**src/rtl/serial_pkg.sv**
```systemverilog
// Shared serial framing types and line constants for the transmit and receive framers.
package serial_pkg;

  typedef enum logic [2:0] {
    S_IDLE,
    S_START,
    S_DATA,
    S_PARITY,
    S_STOP
  } state_t;

  localparam logic LINE_IDLE = 1'b1;

endpackage

```
**src/rtl/bit_tick_counter.sv**
```systemverilog
// Divides the clock into serial bit periods; tick marks the last clock of each bit.
module bit_tick_counter #(
  parameter int unsigned BIT_CYCLES = 1
) (
  input  logic clk,
  input  logic rst,
  input  logic en,
  input  logic clear,
  output logic tick
);

  localparam int unsigned CntW = (BIT_CYCLES > 1) ? $clog2(BIT_CYCLES) : 1;
  localparam logic [CntW-1:0] LastCnt = CntW'(BIT_CYCLES - 1);

  logic [CntW-1:0] cnt_q, cnt_d;

  always_comb begin
    cnt_d = cnt_q;
    if (clear) begin
      cnt_d = '0;
    end else if (en) begin
      cnt_d = (cnt_q == LastCnt) ? '0 : cnt_q + CntW'(1);
    end
  end

  always_ff @(posedge clk) begin
    if (rst) begin
      cnt_q <= '0;
    end else begin
      cnt_q <= cnt_d;
    end
  end

  assign tick = en && (cnt_q == LastCnt);

endmodule

```
**src/rtl/serial_frame_tx.sv**
```systemverilog
// Parallel-to-serial frame transmitter: start bit, WIDTH data bits, optional parity, stop bit.
module serial_frame_tx
  import serial_pkg::*;
#(
  parameter int unsigned WIDTH      = 8,
  parameter int unsigned BIT_CYCLES = 1,
  parameter bit          MSB_FIRST  = 1'b0,
  parameter bit          PARITY_EN  = 1'b1,
  parameter bit          PARITY_ODD = 1'b0
) (
  input  logic             clk,
  input  logic             rst,
  input  logic [WIDTH-1:0] pIn,
  input  logic             load,
  output logic             ready,
  output logic             sOut,
  output logic             busy,
  output logic             done
);

  localparam int unsigned CntW = $clog2(WIDTH + 1);
  localparam logic [CntW-1:0] LastBit = CntW'(WIDTH - 1);

  state_t           state_q, state_d;
  logic [WIDTH-1:0] shift_q, shift_d, shifted;
  logic [CntW-1:0]  bit_cnt_q, bit_cnt_d;
  logic             parity_q, parity_d;
  logic             sout_q, sout_d;
  logic             done_q, done_d;
  logic             tick, accept;

  function automatic logic cur_bit(input logic [WIDTH-1:0] v);
    return MSB_FIRST ? v[WIDTH-1] : v[0];
  endfunction

  assign busy    = (state_q != S_IDLE);
  assign ready   = ~busy;
  assign accept  = load & ready;
  assign sOut    = sout_q;
  assign done    = done_q;
  assign shifted = MSB_FIRST ? (shift_q << 1) : (shift_q >> 1);

  bit_tick_counter #(
    .BIT_CYCLES(BIT_CYCLES)
  ) u_tick (
    .clk  (clk),
    .rst  (rst),
    .en   (busy),
    .clear(accept),
    .tick (tick)
  );

  // sout_d carries the line level of the state being entered, so sOut is registered.
  always_comb begin
    state_d   = state_q;
    shift_d   = shift_q;
    bit_cnt_d = bit_cnt_q;
    parity_d  = parity_q;
    sout_d    = sout_q;
    done_d    = 1'b0;
    unique case (state_q)
      S_IDLE: begin
        if (accept) begin
          state_d  = S_START;
          shift_d  = pIn;
          parity_d = (^pIn) ^ PARITY_ODD;
          sout_d   = 1'b0;
        end
      end
      S_START: begin
        if (tick) begin
          state_d = S_DATA;
          sout_d  = cur_bit(shift_q);
        end
      end
      S_DATA: begin
        if (tick) begin
          shift_d = shifted;
          if (bit_cnt_q == LastBit) begin
            bit_cnt_d = '0;
            if (PARITY_EN) begin
              state_d = S_PARITY;
              sout_d  = parity_q;
            end else begin
              state_d = S_STOP;
              sout_d  = LINE_IDLE;
            end
          end else begin
            bit_cnt_d = bit_cnt_q + CntW'(1);
            sout_d    = cur_bit(shifted);
          end
        end
      end
      S_PARITY: begin
        if (tick) begin
          state_d = S_STOP;
          sout_d  = LINE_IDLE;
        end
      end
      S_STOP: begin
        if (tick) begin
          state_d = S_IDLE;
          sout_d  = LINE_IDLE;
          done_d  = 1'b1;
        end
      end
      default: begin
        state_d = S_IDLE;
        sout_d  = LINE_IDLE;
      end
    endcase
  end

  always_ff @(posedge clk) begin
    if (rst) begin
      state_q   <= S_IDLE;
      shift_q   <= '0;
      bit_cnt_q <= '0;
      parity_q  <= 1'b0;
      sout_q    <= LINE_IDLE;
      done_q    <= 1'b0;
    end else begin
      state_q   <= state_d;
      shift_q   <= shift_d;
      bit_cnt_q <= bit_cnt_d;
      parity_q  <= parity_d;
      sout_q    <= sout_d;
      done_q    <= done_d;
    end
  end

endmodule

```
**config.mk**
```make
export PLATFORM = sky130hd
export DESIGN_NAME = serial_frame_tx
export DESIGN_NICKNAME = d
export VERILOG_FILES = /design/src/rtl/serial_pkg.sv /design/src/rtl/bit_tick_counter.sv /design/src/rtl/serial_frame_tx.sv
export SDC_FILE = /design/constraint.sdc
export NUM_CORES = 1
export LEC_CHECK = 0
export CORE_MARGIN = 8
export CORE_UTILIZATION = 54
export DETAILED_ROUTE_END_ITERATION = 7
export PLACE_DENSITY = 0.86
export RECOVER_POWER = 50
export SYNTH_ARGS = -nofsm -noshare
export SYNTH_HDL_FRONTEND = slang
export SYNTH_SLANG_ARGS = --single-unit
```
**constraint.sdc**
```tcl
create_clock -name clk -period 3.61 [get_ports clk]
set_input_delay 0.5415 -clock clk [delete_from_list [all_inputs] [get_ports clk]]
set_output_delay 0.5415 -clock clk [all_outputs]
set_load 0.005 [all_outputs]
```
==> out/metrics.yaml, run 1 <==
run_status:
  status: "completed"
grt:
  grt_usage_pct: 11.0
  grt_overflow: 0
  grt_pass1_vias: 691
  antenna_found_initial: 0
  grt_max_degree: 18
  grt_pass1_wl_um: 2920
timing:
  hold_violations: 0
  clock.fmax_mhz: 410
  period_minus_slack_ps: 2440
  fin_worst_skew_ps: 3.15
  relSlewSlack_pct: 47.0
  worstMarginPinSlew_ps: 790
  post-route-period-util_pct: 67.6
  setup_violations: 0
  slew_violations: 0
  setup-tns-final_ps: 0
  rsz0062_at_grt: "no"
synth:
  synth_cell_types: 28
  syn_avg_cell_area_um2: 9.47
  netlist_instances: 90
  yosysWarnings: 0
  synth.net_count: 102
  seq_area_frac_synth_pct: 42.3
  synth.cell_area_um2: 852
  synth_seq_cells: 18
worst_setup_path:
  startpoint: "state_q[1]"
  cp_slowest_stage_delay_ps: 630
  worstSetupPathType: "flop to output port"
  critPathSlowestCell: "clkdlybuf4s50_1"
  required_ps: 3070
  crit_chain: "nor3_1 > clkdlybuf4s50_1"
  critical_path.startpoint_type: "flop"
  end_kind: "output port"
  r2r_setup_slack_ps: 1720
  crit_end: "ready"
  r2r_cells: 3
  r2r-start: "state_q[1]"
  r2r-end: "bit_cnt_q[3]"
  critPathMaxFanout: 11
  cp.arrival_ps: 1900
drt:
  wl_um: 1630
  drc: 0
  wl_per_cell_um: 14.0
  ant_nets: 0
  drtIter0Drc: 6
  vias: 682
  drt-pass1-iter-count: 4
  vias_per_cell: 5.88
final_layout:
  area_growth_pct: 16.9
  finalNetCount: 114
  multi_input_area_um2: 449
  utilization_pct: 66.9
  design_area_um2: 996
  seq_area_um2: 360
  diodes: 0
  drive_gt1_share_pct: 5.00
  nFillCells: 137
power:
  power.internal_w: 0.000305
  power.switching_w: 0.000114
  leakage_nw: 0.405
  pwr-share-comb_pct: 22.2
  ir_drop_uv: 252
  swShare_pct: 27.2
  clockPowerShare_pct: 23.1
  powerDensity_nw_per_um2: 421
  seq_power_share_pct: 54.8
cts:
  numCtsBuffers: 3
  hold_buffers: 0
  postCtsResizedCells: 0
  cts.sinks: 18
  cts_setup_buffers: 0
  cts_max_level: 1
  root_buffer: "clkbuf_4"
  max-clock-path-buffers: 2
  insertion_delay_ps: 290
  path_clk_slew_ps: 90
  cts_tree: "done"
floorplan:
  die_area_um2: 3100
  io_pins: 15
  fp.dieW_um: 55.7
  core_area_um2: 1490
  initial_utilization_pct: 57.2
  std_cell_rows: 14
  fp.dieH_um: 55.7
placed_design:
  placed_cell_area_um2: 973
  port_buffers: 14
  gp_congestion: 0.764
  hpwl_um: 1220
flow_run:
  maxCapViolations: 0
min_path:
  hold_class: "flop to flop"
-- stage by stage --
step	setup WS, ps	power, W	instances	hold slack (ps)
5_1_grt	1030	0.000445	116	517
2_1_floorplan	2120	0.000297	90	445
4_1_cts	1150	0.000424	116	487
3_3_place_gp	1430	0.000325	113	464
3_5_place_dp	1320	0.000329	113	465
6_report	1170	0.000419	116	484
-- metal layers --
metal	up-vias	part of all wire, %	track usage [%]
met5	-	0	0
met4	0	1.5	5.28
met1	320	46	11.8
met3	2	5.8	4.11
met2	16	46	18.6
li1	344	-	-
-- registers in the layout, indices dropped and copies added (netlist names) --
signal     flops
state_q        3
done           1
sOut           1
parity_q       1
bit_cnt_q      4
shift_q        8
-- cell usage in the layout, fill, tap and decap left out, types with 2 or more instances in the layout --
cell type / instances
nor3_1: 3
nand3_1: 2
clkdlybuf4s50_1: 11
dlygate4sd3_1: 3
dfxtp_1: 18
o21ai_0: 2
a211oi_1: 7
xnor2_1: 8
mux2i_1: 9
nor3b_1: 2
a21oi_1: 5
clkbuf_4: 3
nor2_1: 12
-- critical path, delay by kind of cell (launching register included) --
family	cells	cell delay [ps]
AND/OR/NAND/NOR	1	550
flip-flops	1	420
buffers and inverters	1	630
-- logic make-up after synthesis --
family | count (synthesis) | synth area share [%]
buffers and inverters | 8 | 4.99
AOI/OAI and AO/OA | 16 | 12.3
xor gates and xnor gates | 9 | 9.25
and+or+nand+nor | 28 | 17.8
adders and majority gates | 1 | 1.47
muxes | 10 | 11.9
DFF | 18 | 42.3
-- power groups by stage --
stage | clock network, W | registers [W] | logic (W)
4_1_cts | 0.0000989 | 0.000229 | 0.0000953
6_report | 0.0000966 | 0.000229 | 0.0000928
3_3_place_gp | 0 | 0.000234 | 0.0000909
3_5_place_dp | 0 | 0.000234 | 0.0000948
5_1_grt | 0.000108 | 0.000233 | 0.000104
2_1_floorplan | 0 | 0.000227 | 0.0000698
-- final cells by class --
type	count	area share [%]
Sequential cell	18	36.2
Inverter	1	0.377
Multi-Input combinational cell	64	45.1
Tap cell	16	2.01
Timing Repair Buffer	14	14.1
Clock buffer	3	2.26
-- worst min-delay path by stage --
stage | start | end | cells after the start
finish | shift_q[7] | shift_q[7] | 2
global route | shift_q[7] | shift_q[7] | 2
CTS | shift_q[7] | shift_q[7] | 2
detailed placement | shift_q[7] | shift_q[7] | 2
global placement | bit_cnt_q[3] | bit_cnt_q[3] | 2
floorplan | shift_q[7] | shift_q[7] | 2
-- synth_stat cells --
cell type / n / area (µm²)
nand2b_1: 1 / 6.26
ha_1: 1 / 12.5
nor2_1: 12 / 45.0
nor4b_1: 1 / 8.76
o311ai_0: 1 / 8.76
and3b_1: 1 / 8.76
inv_1: 1 / 3.75
mux2_2: 1 / 11.3
a311oi_1: 1 / 8.76
buf_2: 4 / 20.0
nor4_1: 1 / 6.26
xnor2_1: 8 / 70.1
dfxtp_1: 18 / 360
buf_6: 1 / 11.3
nor3_1: 3 / 15.0
nand3_1: 2 / 10.0
a211oi_1: 7 / 52.6
nor3_2: 1 / 10.0
or3b_1: 1 / 8.76
o21ai_0: 2 / 10.0
mux2i_1: 9 / 90.1
clkbuf_1: 2 / 7.51
nor3b_1: 2 / 15.0
a21oi_1: 5 / 25.0
or4_1: 1 / 7.51
nand2_1: 1 / 3.75
xor2_1: 1 / 8.76
and3_1: 1 / 6.26
Power figures use the tool's default switching activity.
==> run 2, diff against run 1 <==
--- a/config.mk
+++ b/config.mk
@@ -6,9 +6,9 @@
 export NUM_CORES = 1
 export LEC_CHECK = 0
 export CORE_MARGIN = 8
-export CORE_UTILIZATION = 54
+export CORE_UTILIZATION = 50
 export DETAILED_ROUTE_END_ITERATION = 7
-export PLACE_DENSITY = 0.86
+export PLACE_DENSITY = 0.81
 export RECOVER_POWER = 50
 export SYNTH_ARGS = -nofsm -noshare
 export SYNTH_HDL_FRONTEND = slang
==> constraint.sdc (replaced) <==
create_clock -name clk -period 2.4 [get_ports clk]
set_input_delay 0.36 -clock clk [delete_from_list [all_inputs] [get_ports clk]]
set_output_delay 0.36 -clock clk [all_outputs]
set_load 0.005 [all_outputs]
==> run 2 against run 1 <==
Via count stayed put. Utilization is 7.0 points lower. Global-route usage is 0.26 points lower. Flip-flop and latch count stayed put. Sequential power is 51% higher. Cell count is 1.7% higher. Highest routed layer unchanged.
==> out/metrics.yaml, run 2 (synthesis gave the netlist of run 1 again) <==
worst_setup_path:
  worstSetupPathType: "flop to output port"  # unchanged
  end_kind: "output port"  # unchanged
  cp_slowest_stage_delay_ps: 610  # was 630 ps
  crit_family: "buffers and inverters"  # unchanged
  required_ps: 2040  # was 3070 ps
  critPathSlowestCell: "clkdlybuf4s50_1"  # unchanged
  cp.buffers_inverters: 1  # unchanged
  critPathMaxFanout: 11  # unchanged
  cp.arrival_ps: 1820  # was 1900 ps
  crit_chain: "nor3_1 > clkdlybuf4s50_1"  # unchanged
  critical_path.startpoint_type: "flop"  # unchanged
grt:
  grt_max_degree: 18  # unchanged
  antenna_found_initial: 0  # unchanged
  grt_overflow: 0  # unchanged
  grt_pass1_vias: 658  # was 691
  grt_pass1_wl_um: 2850  # was 2920 µm
  grt_usage_pct: 10.8  # was 11.0%
cts:
  numCtsBuffers: 3  # unchanged
  insertion_delay_ps: 280  # was 290 ps
  hold_buffers: 0  # unchanged
  cts_setup_buffers: 0  # unchanged
  cts_max_level: 1  # unchanged
  cts.sinks: 18  # unchanged
  postCtsResizedCells: 0  # unchanged
  path_clk_slew_ps: 90  # about the same
  root_buffer: "clkbuf_4"  # unchanged
  max-clock-path-buffers: 2  # unchanged
  cts_tree: "done"  # unchanged
final_layout:
  top_regs: "shift_q x8, bit_cnt_q x4, state_q x3"  # unchanged
  final_cell_mix: "18 x dfxtp_1, 12 x nor2_1, 11 x clkdlybuf4s50_1"  # unchanged
  diodes: 0  # unchanged
  finalNetCount: 115  # was 114
  finalNonFillerCells: 118  # was 116
  drive_gt1_share_pct: 4.95  # was 5.00%
  layout_commonest_cell: "dfxtp_1"  # unchanged
  largest_reg_flops: 8  # unchanged
  area_growth_pct: 17.5  # was 16.9%
  nFillCells: 149  # was 137
  regMostFlops: "shift_q"  # unchanged
drt:
  wl_um: 1620  # was 1630 µm
  drt-pass1-iter-count: 2  # was 4
  wl_per_cell_um: 13.7  # was 14.0 µm
  drc: 0  # unchanged
  vias: 682  # unchanged
  drtIter0Drc: 8  # was 6
  vias_per_cell: 5.78  # was 5.88
  ant_nets: 0  # unchanged
floorplan:
  fp.dieW_um: 57.3  # was 55.7 µm
  die_area_um2: 3280  # was 3100 µm²
  initial_utilization_pct: 51.0  # was 57.2%
  std_cell_rows: 15  # was 14
  core_area_um2: 1670  # was 1490 µm²
  fp.dieH_um: 57.3  # was 55.7 µm
  io_pins: 15  # unchanged
power:
  powerDensity_nw_per_um2: 626  # was 421 nW/µm²
  leakage_nw: 0.406  # was 0.405 nW
  ir_drop_uv: 384  # was 252 µV
run_status:
  status: "completed"  # unchanged
timing:
  worstMarginPinSlew_ps: 656  # was 790 ps
  fin_worst_skew_ps: 2.43  # was 3.15 ps
  setup-tns-final_ps: 0  # unchanged
  hold_violations: 0  # unchanged
  clock.fmax_mhz: 458
  post-route-period-util_pct: 91.0
  setup_violations: 0  # unchanged
  relSlewSlack_pct: 56.1  # was 47.0%
  slew_violations: 0  # unchanged
  period_minus_slack_ps: 2180
  rsz0062_at_grt: "no"  # unchanged
flow_run:
  maxCapViolations: 0  # unchanged
placed_design:
  place_inst: 115  # was 113
  gp_congestion: 0.787  # was 0.764
  hpwl_um: 1200  # was 1220 µm
  port_buffers: 14  # unchanged
min_path:
  hold_class: "flop to flop"  # unchanged
## run 2: cell types whose count changed in the layout (fill, tap and decap cells not counted), sizes merged
cell,delta
clkbuf,+1
## run 2: final timing paths
kind	depth (start not counted)	slack, ps	to	start
min	2	490	bit_cnt_q[3]	bit_cnt_q[3]
min reg2reg	2	490	bit_cnt_q[3]	bit_cnt_q[3]
max	2	220	ready	state_q[1]
max reg2reg	3	510	bit_cnt_q[3]	state_q[1]
## run 2: cell type report
cell class | instances | area, µm² | area share [%]
tap | 17 | 21.3 | 2.13
timing repair buffer | 15 | 144 | 14.4
multi-input combinational | 64 | 449 | 44.9
inverter | 1 | 3.75 | 0.375
sequential | 18 | 360 | 36.0
clock buffer | 3 | 22.5 | 2.25
## run 2: metal layers
layer	GRT usage, %	routed length [µm]	part of all wire [%]
met1	12.9	761	47
met2	16.6	744	46
met3	3.14	86	5.3
met4	6.43	27	1.7
met5	0	0	0
## run 2: metrics by stage
stage / hold slack (ps) / utilization, % / setup WS (ps) / instance area, µm² / power, W
final: 492 / 59.9 / 215 / 1000 / 0.000626
after global routing: 522 / 59.9 / 155 / 1000 / 0.000668
after CTS: 497 / 60.1 / 227 / 1000 / 0.000640
after detailed placement: 479 / 58.8 / 528 / 982 / 0.000497
after global placement: 460 / 58.8 / 583 / 982 / 0.000492
after floorplan: 445 / - / 982 / 852 / 0.000446
## run 2: tightest hold or removal path, delay by kind of cell, from the launching register on
kind	cells	cell delay, ps
flops	1	320
compound gates	2	130
## run 2: report_power, final
group / internal [W] / switching (W) / leakage [nW]
Sequential: 0.000324 / 0.0000205 / 0.148
Clock: 0.0000583 / 0.0000823 / 0.0138
Combinational: 0.0000767 / 0.0000644 / 0.244
